## src/rtl/tlb_refill_ctrl.sv

```systemverilog
// Translation sequencer: TLB lookup, single-level page-table walk on miss, random-write refill.
// Define TLBR_TIMEOUT_EN to abort a walk after TIMEOUT cycles without mem_ack.
module tlb_refill_ctrl (
  input  logic        clk,
  input  logic        clrn,
  input  logic        req,
  input  logic [19:0] vpn,
  input  logic [31:0] ptbr,
  input  logic        tlb_hit,
  input  logic [23:0] tlb_pte,
  output logic [19:0] tlb_vpn,
  output logic        tlbwr,
  output logic [23:0] pte_wr,
  output logic        mem_req,
  output logic [31:0] mem_addr,
  input  logic        mem_ack,
  input  logic [31:0] mem_rdata,
  output logic        busy,
  output logic        done,
  output logic        fault,
  output logic [23:0] pte_out
);

  typedef enum logic [2:0] {IDLE, LOOKUP, WALK, FILL, DONE} state_t;

  state_t      state_reg, state_next;
  logic [19:0] tlb_vpn_reg, tlb_vpn_next;
  logic [23:0] pte_wr_reg, pte_wr_next;
  logic [23:0] pte_out_reg, pte_out_next;
  logic [31:0] mem_addr_reg, mem_addr_next;
  logic        fault_reg, fault_next;
  logic        walk_expired;

  // Only the PTE field of the page-table word is meaningful.
  logic unused_rdata_hi;
  assign unused_rdata_hi = ^mem_rdata[31:24];

`ifdef TLBR_TIMEOUT_EN
  parameter int unsigned TIMEOUT = 255;
  localparam int CW = $clog2(TIMEOUT + 1);

  logic [CW-1:0] cnt_reg, cnt_next;

  // cnt_reg counts completed ack-less WALK cycles; the last allowed one ends the walk.
  assign walk_expired = (cnt_reg == CW'(TIMEOUT - 1));

  always_comb begin
    cnt_next = cnt_reg;
    if (state_reg == LOOKUP)
      cnt_next = '0;
    else if (state_reg == WALK && !mem_ack)
      cnt_next = cnt_reg + 1'b1;
  end

  always_ff @(posedge clk or negedge clrn) begin
    if (!clrn)
      cnt_reg <= '0;
    else
      cnt_reg <= cnt_next;
  end
`else
  assign walk_expired = 1'b0;
`endif

  always_comb begin
    state_next    = state_reg;
    tlb_vpn_next  = tlb_vpn_reg;
    pte_wr_next   = pte_wr_reg;
    pte_out_next  = pte_out_reg;
    mem_addr_next = mem_addr_reg;
    fault_next    = fault_reg;
    case (state_reg)
      IDLE: begin
        if (req) begin
          tlb_vpn_next = vpn;
          state_next   = LOOKUP;
        end
      end
      LOOKUP: begin
        if (tlb_hit) begin
          pte_out_next = tlb_pte;
          fault_next   = 1'b0;
          state_next   = DONE;
        end else begin
          mem_addr_next = ptbr + {10'b0, tlb_vpn_reg, 2'b00};
          state_next    = WALK;
        end
      end
      WALK: begin
        // An ack arriving in the expiry cycle still completes the walk.
        if (mem_ack) begin
          pte_out_next = mem_rdata[23:0];
          if (mem_rdata[0]) begin
            pte_wr_next = mem_rdata[23:0];
            state_next  = FILL;
          end else begin
            fault_next = 1'b1;
            state_next = DONE;
          end
        end else if (walk_expired) begin
          pte_out_next = '0;
          fault_next   = 1'b1;
          state_next   = DONE;
        end
      end
      FILL: begin
        fault_next = 1'b0;
        state_next = DONE;
      end
      DONE:    state_next = IDLE;
      default: state_next = IDLE;
    endcase
  end

  always_ff @(posedge clk or negedge clrn) begin
    if (!clrn) begin
      state_reg    <= IDLE;
      tlb_vpn_reg  <= '0;
      pte_wr_reg   <= '0;
      pte_out_reg  <= '0;
      mem_addr_reg <= '0;
      fault_reg    <= 1'b0;
    end else begin
      state_reg    <= state_next;
      tlb_vpn_reg  <= tlb_vpn_next;
      pte_wr_reg   <= pte_wr_next;
      pte_out_reg  <= pte_out_next;
      mem_addr_reg <= mem_addr_next;
      fault_reg    <= fault_next;
    end
  end

  // Strobes are pure state decodes so that reset removes them without waiting for a clock.
  assign busy     = (state_reg != IDLE);
  assign done     = (state_reg == DONE);
  assign tlbwr    = (state_reg == FILL);
  assign mem_req  = (state_reg == WALK);
  assign tlb_vpn  = tlb_vpn_reg;
  assign pte_wr   = pte_wr_reg;
  assign pte_out  = pte_out_reg;
  assign mem_addr = mem_addr_reg;
  assign fault    = fault_reg;

endmodule

```

## config.mk

```make
export PLATFORM = sky130hd
export DESIGN_NAME = tlb_refill_ctrl
export DESIGN_NICKNAME = d
export VERILOG_FILES = /design/src/rtl/tlb_refill_ctrl.sv
export SDC_FILE = /design/constraint.sdc
export NUM_CORES = 1
export LEC_CHECK = 0
export CAP_MARGIN = 20
export CORE_MARGIN = 5
export CORE_UTILIZATION = 30
export CTS_CLUSTER_DIAMETER = 30
export DETAILED_ROUTE_END_ITERATION = 12
export GPL_TIMING_DRIVEN = 1
export PLACE_DENSITY = 0.65
export SLEW_MARGIN = 10
export SYNTH_ARGS = -nofsm -noshare
export SYNTH_HDL_FRONTEND = slang
export SYNTH_SLANG_ARGS = --single-unit
```

## constraint.sdc

```tcl
create_clock -name clk -period 3 [get_ports clk]
set_input_delay 0.9 -clock clk [delete_from_list [all_inputs] [get_ports clk]]
set_output_delay 0.9 -clock clk [all_outputs]
set_load 0.02 [all_outputs]
```

; After elaboration in Yosys (flattened, before gate mapping)
; Index checks and enable logic that the tools add are counted.
[word_totals]
input_bits = 113
out_inout_bits = 105
reg_bits = 104
[op_classes]
eq_ne = 8
muxes = 12
n_bitwise = 1
n_addsub = 1
n_reduce_logical = 10
[ops]
columns = cell, n
row1 = 2-to-1 mux 24 bit, 2
row2 = case mux 24 bit (2 select lines), 1
row3 = adder 32 x 22 -> 32 bit, 1
row4 = 2-to-1 mux 3 bit, 4
row5 = case mux 3 bit (4 select lines), 1
row6 = equality test 3 x 2 -> 1 bit (second input constant), 2
row7 = inequality test 2 bit (second input constant), 3
row8 = AND reduction 2 bit, 3
row9 = AND reduction 3 bit, 2
row10 = nonzero test 3 bit, 2
row11 = AND reduction 4 bit, 1
row12 = equality test 3 x 1 -> 1 bit (second input constant), 1
row13 = equality test 3 bit (second input constant), 1
row14 = logical NOT 3 bit, 1
row15 = 2-to-1 mux 1 bit, 3
row16 = case mux 1 bit (3 select lines), 1
row17 = inequality test 2 x 1 -> 1 bit (second input constant), 1
row18 = nonzero test 2 bit, 1
row19 = NOT 1 bit, 1

; Logic depth before layout (Yosys ltp)
; Gate-level depths: netlist of run 1.
[logic_depth]
ltp_word = 3
mapped_depth = 10
ltp_nobuf = 10

; Worst setup path after synthesis of run 1
; Ideal clock, no wire load.
[synth_timing]
kind = in2reg
from = input ptbr[2]
to = register mem_addr_reg[26] (netlist: mem_addr[26])
cell_stages = 10
slack_ns = -0.154
n_path_buf = 0
arrival_time_ns = 3.085
path_cell_list = ha_1 inv_1 fa_1 and2b_2 o211ai_1 a21oi_2 o41ai_2 o41a_1 or4_1 nand3_1
[synth_via]
elab_chain_len = 1
[synth_rtl]
columns = element, line
row1 = from (decl), 8  ; input logic [31:0] ptbr,
row2 = adder 32 x 22 -> 32 bit, 85  ; mem_addr_next = ptbr + {10'b0, tlb_vpn_reg, 2'b00};
row3 = to (signal assigned), 128  ; mem_addr_reg <= mem_addr_next;
row4 = to (decl), 30  ; logic [31:0] mem_addr_reg, mem_addr_next;
; Every way passes these cells.
; A chain may end at the register's enable or synchronous reset.

; Final worst setup path of run 1
; Ends and elaborated chain as after synthesis.

==> flow_summary.toml, run 1 <==
[outcome]
status = "finished, final reports clean"

[yosys]
yosysSeqAreaShare = 0.473
yosysTopAreaCellShare = 0.473
synthCells = 532
yosys_warnings = 0
synth_seq_cells = 104
synthArstFlopShare = 1.00
synth_area_leaders = "dfrtp_1 47%, mux2_2 9.0%, mux2i_1 4.7%, ha_1 4.6%, a21oi_1 4.5%"
ys_types = 55
synth_top_area_cell = "dfrtp_1"
synth_nets = 666
netlist_area_um2 = 5500
synth_edf_count = 0
synthFlopType = "dfrtp_1"
syn_area_per_cell_um2 = 10.3

[detailed_routing]
wl_um = 16400
post-route-drc-count = 0
via_count = 4849
routed_via_density = 4.66
routedWlPerCell_um = 15.8
drtIter0Drc = 151
ant_nets = 0
dr.pass1.iters = 4

[floorplanning]
dieHeight_um = 145
io_pins = 218
die_area_um2 = 21100
die_x_um = 145
design.core.area_um2 = 18000
rows = 49
initial_core_util = 0.305

[pwr]
ir_drop_mv = 0.551
switching_share = 0.400
seq_power_share = 0.260
p_leak_nw = 3.71
cellInternalPower_mw = 5.87
comb_power_share = 0.607
clockPowerShare = 0.133
power_density_nw_per_um2 = 1110
total_switching_power_mw = 3.91

[finish]
fin_area_um2 = 8780
n_antenna_cell = 0
largest_reg_flops = 32
fillCellCount = 1722
post-route-util = 0.487
area_growth_pct = 59.7
nNetsFinal = 940
drive_gt1_frac = 0.215

[placement]
port_buffers = 209
globalplace.congestion = 0.810
pre_cts_ws_ns = -0.675
dpl_cell_area_um2 = 8330
dpl.hpwl_um = 12800

[critical_path]
crit_chain = "clkbuf_2, ha_4, inv_2, fa_2, and2b_2, o211ai_1, a21oi_2, o41ai_4, o41a_1, or4_1, nand3_1"
end_kind = "register"
cpPeakStageDelay_ns = 0.47
crit_fanout = 3
crit_required_ns = 3.28
reg2regPathDepth = 10
cp_data_arrival_time_ns = 3.20
crit_type = "in2reg"
worst_setup_path_start_kind = "primary input"
cpMaxStageDelayCell = "or4_1"

[timing]
worst_pin_slew_ns = 0.585
drv_slew = 0
fin_crit_ns = 2.93
relSlewSlack = 0.610
fin_ws_ns = 0.0745
setup_viol_count_final = 0
final_hold_viol_count = 0
finClkSkew_ns = 0.00744
setup_tns_ns = 0
period_share = 0.975
timing.fmax_mhz = 342

[global_routing]
overflow = 0
grt_pass1_wl_um = 26400
grt_pass1_vias = 4996
grt_start_max_net_pins = 49
track_usage = 0.152
antenna_found_initial = 0

[min_path]
hp-class = "reg2reg"
hold_depth = 2

[clock_tree]
cts_tree = "built"
path_clk_slew_ns = 0.07
root_buffer = "clkbuf_16"
clock-sinks = 104
ctsLongestPathBuffers = 2
cts_made_buffers = 9
htree_levels = 3
clock_latency_ns = 0.34

[run]
maxCapViolCount = 0
cells in the final DEF, fill, tap and decap left out, types with 6 or more instances in the layout:
cell type / instances
clkdlybuf4s50_1: 205
dfrtp_1: 104
buf_4: 79
nand2_1: 55
a21oi_1: 48
mux2_2: 44
nor2_1: 42
o21ai_0: 32
mux2i_1: 26
ha_1: 17
xor2_1: 15
nand3_1: 13
clkbuf_16: 9
xnor2_1: 8
a21o_1: 7
nand4_1: 6
final cells by class:
| cell class | count | area, µm² | share of cell area |
|---|---|---|---|
| well taps | 229 | 287 | 0.0326 |
| repair buffers | 289 | 2710 | 0.308 |
| multi-input cells | 396 | 2830 | 0.323 |
| inverters | 6 | 22.5 | 0.00256 |
| clock buffers | 9 | 225 | 0.0256 |
| flip-flops and latches | 104 | 2600 | 0.296 |
| clock inverters | 7 | 105 | 0.0120 |
timing repair:
item / 4_1_cts / 5_1_grt
pin swaps: 10 / 11
resized for setup: 7 / 18
hold buffers: 0 / 0
endpoints found under the setup margin: 8 / 9
buffers inserted: 3 / 4
metrics by stage:
| stage | std cells | hold slack [ns] | power (mW) |
|---|---|---|---|
| floorplan | 532 | 0.536 | 5.62 |
| global placement | 1019 | 0.456 | 8.36 |
| detailed placement | 1019 | 0.465 | 8.40 |
| CTS | 1037 | 0.483 | 9.80 |
| global route | 1040 | 0.503 | 10.5 |
| finish | 1040 | 0.475 | 9.78 |
logic make-up after synthesis:
group	Yosys count	synth area share
mux	70	0.137
simple gates	160	0.138
fa+ha+maj	21	0.0492
flops	104	0.473
compound gates	121	0.131
buf+inv	32	0.0325
xor+xnor	24	0.0382
per-layer routing:
| layer | part of all wire | up-vias | global-route usage |
|---|---|---|---|
| met5 | 0 | - | 0 |
| met4 | 0.0052 | 0 | 0.0289 |
| li1 | - | 2434 | - |
| met3 | 0.10 | 4 | 0.0747 |
| met1 | 0.42 | 2255 | 0.184 |
| met2 | 0.47 | 156 | 0.249 |
synth_stat cells, drive strengths merged, types with 2 or more instances:
| master | count |
|---|---|
| and3 | 7 |
| nor3 | 8 |
| xor2 | 15 |
| a211oi | 2 |
| a21oi | 51 |
| a31oi | 2 |
| or2 | 2 |
| and4 | 2 |
| and2b | 2 |
| mux2i | 26 |
| nand4 | 6 |
| nor2b | 4 |
| nand2 | 55 |
| mux2 | 44 |
| clkbuf | 17 |
| nand2b | 4 |
| or3 | 3 |
| nor2 | 43 |
| o21a | 5 |
| nor3b | 5 |
| buf | 9 |
| dfrtp | 104 |
| o211ai | 4 |
| xnor2 | 9 |
| ha | 20 |
| inv | 6 |
| a21o | 7 |
| nand3 | 13 |
| o21ai | 36 |
| o21bai | 4 |
| a311oi | 2 |
final timing paths:
kind                           endpoint    startpoint  slack (ns)
setup / recovery           mem_addr[26]       ptbr[2]        0.07
hold / removal             mem_addr[29]  mem_addr[29]        0.48
setup reg to reg           mem_addr[26]    tlb_vpn[0]        0.29
hold reg to reg            mem_addr[29]  mem_addr[29]        0.48
max in group asynchronous   pte_out[12]          clrn        1.78
min in group asynchronous   mem_addr[0]          clrn        0.54
critical path: cells and delay by family:
family	cells	cell delay, ns
adders and majority gates	2	0.46
buffers and inverters	2	0.13
and+or+nand+nor	3	0.78
AOI/OAI and AO/OA	4	0.92
power by group through the flow:
stage / sequential [mW] / combinational [mW] / clock, mW
floorplan: 3.28 / 2.34 / 0
finish: 2.54 / 5.93 / 1.30
global route: 2.65 / 6.44 / 1.42
CTS: 2.55 / 5.90 / 1.36
global placement: 2.54 / 5.82 / 0
detailed placement: 2.56 / 5.85 / 0
Note: power is estimated with default switching activity, not from simulation.
==> run 2: changes to the inputs <==
Clock period 3 ns to 3.47 ns, I/O delays scaled along.
==> flow_summary.toml, run 2 (synthesized netlist as in run 1, its figures left out) <==
[outcome]
status = "finished, final reports clean"

[critical_path]
crit_type = "in2reg"
end_kind = "register"
reg2regPathDepth = 11
crit_fanout = 2
r2r_slack_ns = 0.87
crit_required_ns = 3.74
worst_setup_path_start_kind = "primary input"
cp_data_arrival_time_ns = 3.63
reg2reg_from = "tlb_vpn[0]"
reg2reg_to = "mem_addr[28]"

[pwr]
seq_power_share = 0.271
power_density_nw_per_um2 = 967
comb_power_share = 0.581
total_switching_power_mw = 3.25
ir_drop_mv = 0.481
finalPower_mw = 8.08
p_leak_nw = 3.46
cellInternalPower_mw = 4.83
clockPowerShare = 0.148
switching_share = 0.402

[global_routing]
grt_pass1_wl_um = 25800
overflow = 0
track_usage = 0.150
antenna_found_initial = 0
grt_start_max_net_pins = 60
grt_pass1_vias = 4821

[floorplanning]
io_pins = 218
rows = 49
initial_core_util = 0.305
design.core.area_um2 = 18000
die_x_um = 145
die_area_um2 = 21100
dieHeight_um = 145

[finish]
area_growth_pct = 52.0
largest_reg_flops = 32
drive_gt1_frac = 0.147
nNetsFinal = 892
layout_commonest_cell = "clkdlybuf4s50_1"
final_cell_mix = "208 x clkdlybuf4s50_1, 104 x dfrtp_1, 55 x nand2_1"
n_antenna_cell = 0
final_cells = 992

[timing]
timing.fmax_mhz = 298
drv_slew = 0
finClkSkew_ns = 0.00987
fin_crit_ns = 3.36
worst_pin_slew_ns = 0.639
relSlewSlack = 0.574
setup_viol_count_final = 0
rsz0062_at_grt = "yes"
final_hold_viol_count = 0
fin_ws_ns = 0.114
period_share = 0.967

[placement]
globalplace.congestion = 0.848
port_buffers = 209
dpl.hpwl_um = 12600
pre_cts_ws_ns = -0.451
place_inst = 976

[min_path]
worstHoldStart = "pte_wr[0]"
holdPathEnd = "pte_wr[0]"
hold_depth = 1
hp-class = "reg2reg"

[run]
maxCapViolCount = 0

[clock_tree]
clock_latency_ns = 0.35
ctsLongestPathBuffers = 2
cts_made_buffers = 9
htree_levels = 3
ctsHoldBuffers = 0
cts_tree = "built"
root_buffer = "clkbuf_16"
clock-sinks = 104
post_cts_buffers = 0
path_clk_slew_ns = 0.07

[detailed_routing]
ant_nets = 0
dr.pass1.iters = 5
via_count = 4732
post-route-drc-count = 0
wl_um = 16200
routed_via_density = 4.77
routedWlPerCell_um = 16.3
drtIter0Drc = 200
-- run 2: cell types whose count changed in the layout (fill, tap and decap cells not counted), moves of 3 or more --
| cell | previous run | this run |
|---|---|---|
| o21ai_1 | 3 | 0 |
| ha_1 | 17 | 20 |
| buf_4 | 79 | 32 |
| clkdlybuf4s50_1 | 205 | 208 |
| ha_4 | 3 | 0 |
-- run 2: how the worst max path moves through the flow --
stage                     depth (start not counted)  slack, ns     from           end
after floorplan                                  10       0.18  ptbr[2]  mem_addr[26]
after global placement                           12      -0.45  ptbr[2]  mem_addr[28]
after detailed placement                         12      -0.45  ptbr[2]  mem_addr[28]
after CTS                                        11      0.008  ptbr[2]  mem_addr[26]
after global routing                             12      -0.02  ptbr[2]  mem_addr[28]
final                                            12       0.11  ptbr[2]  mem_addr[28]
-- run 2: per-stage QoR --
stage	instance area (µm²)	utilization	setup TNS [ns]	hold WS, ns
after global placement	7990	0.443	-2.01	0.454
after global routing	8360	0.464	-0.0226	0.483
after floorplan	5500	-	0	0.536
after detailed placement	7990	0.443	-2.13	0.461
final	8360	0.464	0	0.477
after CTS	8350	0.463	0	0.477
-- run 2: layout make-up --
cell class / count / area, µm²
Clock buffer: 11 / 243
Clock inverter: 5 / 104
Fill cell: 1723 / 9670
Inverter: 6 / 22.5
Multi-Input combinational cell: 396 / 2760
Sequential cell: 104 / 2600
Tap cell: 229 / 287
Timing Repair Buffer: 241 / 2340
-- run 2: what timing repair did --
item | CTS | global route
setup endpoints to repair | 2 | 3
gates resized for setup | 1 | 3
pin swaps | 4 | 4
-- run 2: metal layers --
metal,up-vias,part of all wire,GRT usage
met1,2206,0.42,0.181
met4,0,0.018,0.0527
met5,-,0,0
met2,159,0.46,0.240
met3,16,0.10,0.0648
li1,2351,-,-
-- run 2: power groups by stage --
stage / registers, mW / logic [mW] / clock network, mW
floorplan: 2.83 / 2.02 / 0
global placement: 2.20 / 4.70 / 0
detailed placement: 2.22 / 4.72 / 0
CTS: 2.20 / 4.74 / 1.24
global route: 2.28 / 5.08 / 1.28
finish: 2.19 / 4.69 / 1.20
-- run 2: worst max-delay path, cell delays in order --
cell	delay [ns]
clkdlybuf4s50_1	0.46
ha_1	0.16
inv_1	0.05
fa_1	0.38
and2b_2	0.23
o211ai_1	0.13
buf_4	0.18
a211oi_4	0.25
o21ai_2	0.09
a2bb2oi_1	0.15
or3_1	0.35
a31oi_1	0.16
